### src/rtl/rv_ctrl_pkg.sv
// Shared ALU operation codes, R-type opcode and sequencer state encoding
// for the multi-cycle R-type core control path.
package rv_ctrl_pkg;

   localparam logic [3:0] ALU_AND = 4'b0000;
   localparam logic [3:0] ALU_OR  = 4'b0001;
   localparam logic [3:0] ALU_ADD = 4'b0010;
   localparam logic [3:0] ALU_SLL = 4'b0011;
   localparam logic [3:0] ALU_SUB = 4'b0100;
   localparam logic [3:0] ALU_SRL = 4'b0101;
   localparam logic [3:0] ALU_MUL = 4'b0110;
   localparam logic [3:0] ALU_XOR = 4'b0111;

   localparam logic [6:0] OPC_RTYPE = 7'b0110011;
   localparam logic [6:0] F7_BASE   = 7'h00;
   localparam logic [6:0] F7_ALT    = 7'h20;

   typedef enum logic [1:0] {
      FETCH     = 2'd0,
      DECODE    = 2'd1,
      EXECUTE   = 2'd2,
      WRITEBACK = 2'd3
   } seq_state_e;

endpackage

### src/rtl/rv_alu_decode.sv
// Combinational R-type decoder: opcode/funct3/funct7 -> ALU select and
// an illegal flag for anything the core does not implement.
module rv_alu_decode
   import rv_ctrl_pkg::*;
(
   input  logic [6:0] opcode,
   input  logic [2:0] funct3,
   input  logic [6:0] funct7,
   output logic [3:0] alu_code,
   output logic       illegal
);

   always_comb begin
      alu_code = ALU_AND;
      illegal  = 1'b0;
      if (opcode != OPC_RTYPE) begin
         illegal = 1'b1;
      end else begin
         case (funct3)
            3'd0: begin
               if (funct7 == F7_BASE)     alu_code = ALU_ADD;
               else if (funct7 == F7_ALT) alu_code = ALU_SUB;
               else                       illegal  = 1'b1;
            end
            3'd1: alu_code = ALU_SLL;
            3'd2: alu_code = ALU_MUL;
            3'd3: illegal  = 1'b1;
            3'd4: alu_code = ALU_XOR;
            3'd5: alu_code = ALU_SRL;
            3'd6: alu_code = ALU_OR;
            default: alu_code = ALU_AND;
         endcase
      end
   end

endmodule

### src/rtl/rv_multicycle_sequencer.sv
// FETCH->DECODE->EXECUTE->WRITEBACK sequencer for the R-type core.
// Define RV_MUL_MULTICYCLE_EN to hold MUL in EXECUTE for MUL_CYCLES cycles.
module rv_multicycle_sequencer
   import rv_ctrl_pkg::*;
#(
   parameter int MUL_CYCLES = 4,
   parameter int CNT_W      = 32
) (
   input  logic             clock,
   input  logic             reset,
   input  logic             instr_valid,
   output logic             instr_ready,
   input  logic [31:0]      instruction,
   output logic [3:0]       alu_control,
   output logic             regwrite_control,
   output logic             pc_enable,
   output logic             illegal_instr,
   output logic             busy,
   output logic [CNT_W-1:0] retired_count
);

   if (MUL_CYCLES < 1 || MUL_CYCLES > 15) begin : g_bad_mul_cycles
      $error("MUL_CYCLES must be within 1..15");
   end

   seq_state_e       state_q, state_d;
   logic [31:0]      ir_q, ir_d;
   logic [3:0]       alu_q, alu_d;
   logic             regwrite_q, regwrite_d;
   logic             pc_en_q, pc_en_d;
   logic             illegal_q, illegal_d;
   logic [CNT_W-1:0] retired_q, retired_d;
   logic [3:0]       dec_alu;
   logic             dec_illegal;
   logic             unused_ir_bits;

`ifdef RV_MUL_MULTICYCLE_EN
   localparam logic [3:0] MUL_LOAD = 4'(MUL_CYCLES - 1);
   logic [3:0] mul_cnt_q, mul_cnt_d;
`endif

   // Register and immediate fields are consumed by the datapath, not here.
   assign unused_ir_bits = ^{ir_q[24:15], ir_q[11:7]};

   rv_alu_decode u_dec (
      .opcode   (ir_q[6:0]),
      .funct3   (ir_q[14:12]),
      .funct7   (ir_q[31:25]),
      .alu_code (dec_alu),
      .illegal  (dec_illegal)
   );

   always_comb begin
      state_d    = state_q;
      ir_d       = ir_q;
      alu_d      = alu_q;
      regwrite_d = 1'b0;
      pc_en_d    = 1'b0;
      illegal_d  = 1'b0;
      retired_d  = retired_q;
`ifdef RV_MUL_MULTICYCLE_EN
      mul_cnt_d  = mul_cnt_q;
`endif
      case (state_q)
         FETCH: begin
            if (instr_valid) begin
               ir_d    = instruction;
               state_d = DECODE;
            end
         end
         DECODE: begin
            if (dec_illegal) begin
               // Skip the instruction: PC advances, ALU select keeps its old value.
               illegal_d = 1'b1;
               pc_en_d   = 1'b1;
               state_d   = FETCH;
            end else begin
               alu_d   = dec_alu;
               state_d = EXECUTE;
`ifdef RV_MUL_MULTICYCLE_EN
               mul_cnt_d = (dec_alu == ALU_MUL) ? MUL_LOAD : 4'd0;
`endif
            end
         end
         EXECUTE: begin
`ifdef RV_MUL_MULTICYCLE_EN
            if (mul_cnt_q != 4'd0) begin
               mul_cnt_d = mul_cnt_q - 4'd1;
            end else begin
               regwrite_d = 1'b1;
               pc_en_d    = 1'b1;
               state_d    = WRITEBACK;
            end
`else
            regwrite_d = 1'b1;
            pc_en_d    = 1'b1;
            state_d    = WRITEBACK;
`endif
         end
         WRITEBACK: begin
            retired_d = retired_q + CNT_W'(1);
            state_d   = FETCH;
         end
         default: state_d = FETCH;
      endcase
   end

   always_ff @(posedge clock) begin
      if (reset) begin
         state_q    <= FETCH;
         ir_q       <= '0;
         alu_q      <= ALU_AND;
         regwrite_q <= 1'b0;
         pc_en_q    <= 1'b0;
         illegal_q  <= 1'b0;
         retired_q  <= '0;
`ifdef RV_MUL_MULTICYCLE_EN
         mul_cnt_q  <= 4'd0;
`endif
      end else begin
         state_q    <= state_d;
         ir_q       <= ir_d;
         alu_q      <= alu_d;
         regwrite_q <= regwrite_d;
         pc_en_q    <= pc_en_d;
         illegal_q  <= illegal_d;
         retired_q  <= retired_d;
`ifdef RV_MUL_MULTICYCLE_EN
         mul_cnt_q  <= mul_cnt_d;
`endif
      end
   end

   assign instr_ready      = (state_q == FETCH);
   assign busy             = (state_q != FETCH);
   assign alu_control      = alu_q;
   assign regwrite_control = regwrite_q;
   assign pc_enable        = pc_en_q;
   assign illegal_instr    = illegal_q;
   assign retired_count    = retired_q;

endmodule
### config.mk
export PLATFORM = sky130hd
export DESIGN_NAME = rv_multicycle_sequencer
export DESIGN_NICKNAME = d
export VERILOG_FILES = /design/src/rtl/rv_ctrl_pkg.sv /design/src/rtl/rv_alu_decode.sv /design/src/rtl/rv_multicycle_sequencer.sv
export SDC_FILE = /design/constraint.sdc
export NUM_CORES = 1
export LEC_CHECK = 0
export ABC_AREA = 1
export BUFFER_PORTS_ARGS = -buffer_cell sky130_fd_sc_hd__buf_2
export CORE_MARGIN = 8
export CORE_UTILIZATION = 50
export CTS_BUF_LIST = sky130_fd_sc_hd__clkbuf_4 sky130_fd_sc_hd__clkbuf_8
export DETAILED_ROUTE_END_ITERATION = 7
export GPL_ROUTABILITY_DRIVEN = 0
export PLACE_DENSITY = 0.76
export SLEW_MARGIN = 10
export SYNTH_ARGS = -nofsm -noshare
export SYNTH_HDL_FRONTEND = slang
export SYNTH_SLANG_ARGS = --single-unit
### constraint.sdc
create_clock -name clock -period 2.29 [get_ports clock]
set_clock_uncertainty 0.15 [all_clocks]
set_input_delay 0.229 -clock clock [delete_from_list [all_inputs] [get_ports clock]]
set_output_delay 0.229 -clock clock [all_outputs]
set_load 0.005 [all_outputs]
==> summary.md <==
| Metric | Value |
|---|---|
| Status | finished clean |
| Worst path arrival time | 1.99 ns |
| Post-DRT Antenna Nets | 0 |
| Leak Pwr | 1.63 nW |
| TritonRoute pass-1 iters | 4 |
| Cell Area, Placed | 0.00326 mm2 |
| Critical Path Start Type | flop |
| Maximum clock frequency | 0.521 GHz |
| Delay-heaviest family, CP | simple AND/OR/NAND/NOR gates |
| Unrepaired setup endpoints after global routing | false |
| Grt ovf | 0 |
| Initial Utilization | 0.522 |
| CTS tree | yes |
| Core area | 0.00554 mm2 |
| Min cycle time layout | 1.92 ns |
| Layout Nets | 537 |
| Worst-path clk slew | 0.06 ns |
| Post-route cell area | 0.00362 mm2 |
| Largest net degree at the start of global routing | 27 |
| Crit path buffers/inverters | 0 |
| Root Buffer | clkbuf_8 |
| Worst hold path class | in2reg |
| Critical path class | reg2reg |
| Total track usage | 0.179 |
| WL final | 7070 um |
| Unique masters post-synth | 35 |
| DRT met1 WL | 3400 um |
| Area grow syn2layout | 24.9% |
| Critical path endpoint category | flop |
| Die W | 92.1 um |
| Filler instances | 495 |
| Placed cells | 547 |
| Sequential-to-total area share from yosys stat | 0.394 |
| TritonCTS Sinks | 57 |
| DPL Wire Length | 5160 um |
| Period utilization | 0.838 |
| Initial DRC count | 152 |
| Initial antenna violation count | 0 |
| Ys flop type | dfxtp_1 |
| Number of diodes | 0 |
| Die Y-Extent | 92.1 um |
| Final Slew Violations | 0 |
| Io pins | 76 |
| Synthesis-stage register bit count | 57 |
| Met2 wire len | 3050 um |
| EDFF count, synth | 0 |
| Slowest stage delay, CP | 0.38 ns |
| Endpoints failing hold | 0 |
| Crit-path cells | ha_1, nand2_1, nor3_4, nand2_2, nor2_1, nand2_1, nand2_1, nor2_1 |
| DRC viols | 0 |
| Mapped Avg Cell Area | 6.84 um2 |
| Skew-Pair Late Insertion Delay | 0.34 ns |
| Core Util, Final | 0.653 |
| First-pass GRT wire length | 12500 um |
| Pwr Density | 719 mW/mm2 |
| YS warnings | 0 |
| Die area | 0.00848 mm2 |
| Row Count | 27 |
| Synth Net Count | 463 |
| CTS Buf Count | 9 |
| IO Port Bufs | 59 |
| Fin cells | 574 |
| Setup ws final | 0.371 ns |
| Synthesized area | 0.00289 mm2 |
| Final Power | 2.60 mW |
| Mapped Cells | 423 |
| Layout cells sized above 1 | 0.221 |
| Highest routing layer actually used | met4 |
| Final hold slack | 0.0132 ns |
| H-tree depth | 3 |
| Vias in the first global route | 2758 |
| Slowest cell on the critical path | dfxtp_1 |
| Dpl ws | 0.420 ns |
| Vias per cell | 4.94 |
| Max-Cap Viols | 0 |
| Crit-path most repeated cell | nand2_1 |
| Setup-failing EPs final | 0 |
| Setup TNS | 0 ns |
| Fraction of registers with async set/reset | 0 |
| CTS max path bufs | 2 |
| Metal3 WL | 489 um |
| Worst Path Required | 2.36 ns |
| # Post-CTS Setup Buffers | 0 |
| VDD IR max | 0.494 mV |
| Crit path max fanout | 8 |
| Vias | 2834 |
| Routed WL per cell | 12.3 um |
synthesized netlist by cell type (5+ instances only):
master / count / share of area
a21oi_1: 20 / 0.035
clkbuf_1: 5 / 0.0065
dfxtp_1: 57 / 0.39
ha_1: 5 / 0.022
inv_1: 51 / 0.066
nand2_1: 78 / 0.10
nand2_2: 9 / 0.019
nand3_1: 24 / 0.042
nand4_1: 7 / 0.015
nor2_1: 85 / 0.11
nor2_2: 13 / 0.028
nor2_4: 5 / 0.019
nor3_1: 7 / 0.012
o21ai_0: 26 / 0.045
xor2_1: 6 / 0.018
area by class of cell:
type | instances | area, um2 | area share
multi-input combinational | 305 | 1510 | 0.418
sequential | 57 | 1140 | 0.316
timing repair buffer | 73 | 440 | 0.122
inverter | 51 | 191 | 0.0529
clock buffer | 10 | 138 | 0.0381
clock inverter | 6 | 105 | 0.0291
tap | 72 | 90.1 | 0.0249
routing by layer:
metal,global-route usage,vias to the layer above
met4,0.106,0
met1,0.220,1261
li1,-,1482
met5,0,-
met3,0.0505,12
met2,0.272,79
layout by cell type (no fill, tap or decap), types with 6 or more instances in the layout:
cell type      count
dfxtp_1           57
nand3_1           24
buf_2             59
clkbuf_8          10
nor3_1             7
nand4_1            7
nand2_1           78
a21oi_1           20
dlygate4sd3_1     11
nor2_1            85
inv_1             51
o21ai_0           26
xor2_1             6
nand2_2            9
nor2_2            13
path summary, 6_finish.rpt:
path                       end  cells after the start  slack [ns]               from
max          retired_count[26]                      8        0.37               flop
min                    ir_q[1]                      3        0.01     instruction[1]
max reg2reg  retired_count[26]                      8        0.37               flop
min reg2reg  retired_count[29]                      2        0.32  retired_count[29]
flip-flops by register name (all words and copies together) (netlist names), named ones only:
register	cells
alu_control	3
illegal_instr	1
ir_q	17
pc_enable	1
regwrite_control	1
retired_count	32
state_q	1
what timing repair did:
| item | in CTS | in global routing |
|---|---|---|
| hold endpoints to repair | 11 | 0 |
| hold buffers | 11 | 0 |
| resized for setup | 0 | 0 |
logic make-up after synthesis:
kind of cell / after synthesis / share of synthesized area
simple gates: 238 / 0.378
buf+inv: 61 / 0.0839
flops: 57 / 0.394
compound gates: 54 / 0.0994
xor+xnor: 7 / 0.0212
fa+ha+maj: 5 / 0.0216
other cells: 1 / 0.00130
power breakdown:
part	switching (mW)	internal (mW)	leakage, nW	total (mW)
Sequential	0.0486	1.06	0.464	1.11
Clock	0.388	0.746	0.126	1.13
Combinational	0.212	0.144	1.04	0.355
worst register-to-register path: stages, from the launching register on:
cell and delay, ns:
dfxtp_1 0.38, ha_1 0.34, nand2_1 0.20, nor3_4 0.36, nand2_2 0.13, nor2_1 0.10, nand2_1 0.05, nand2_1 0.06
nor2_1 0.03
No activity file was read; power rests on OpenSTA's default activity.
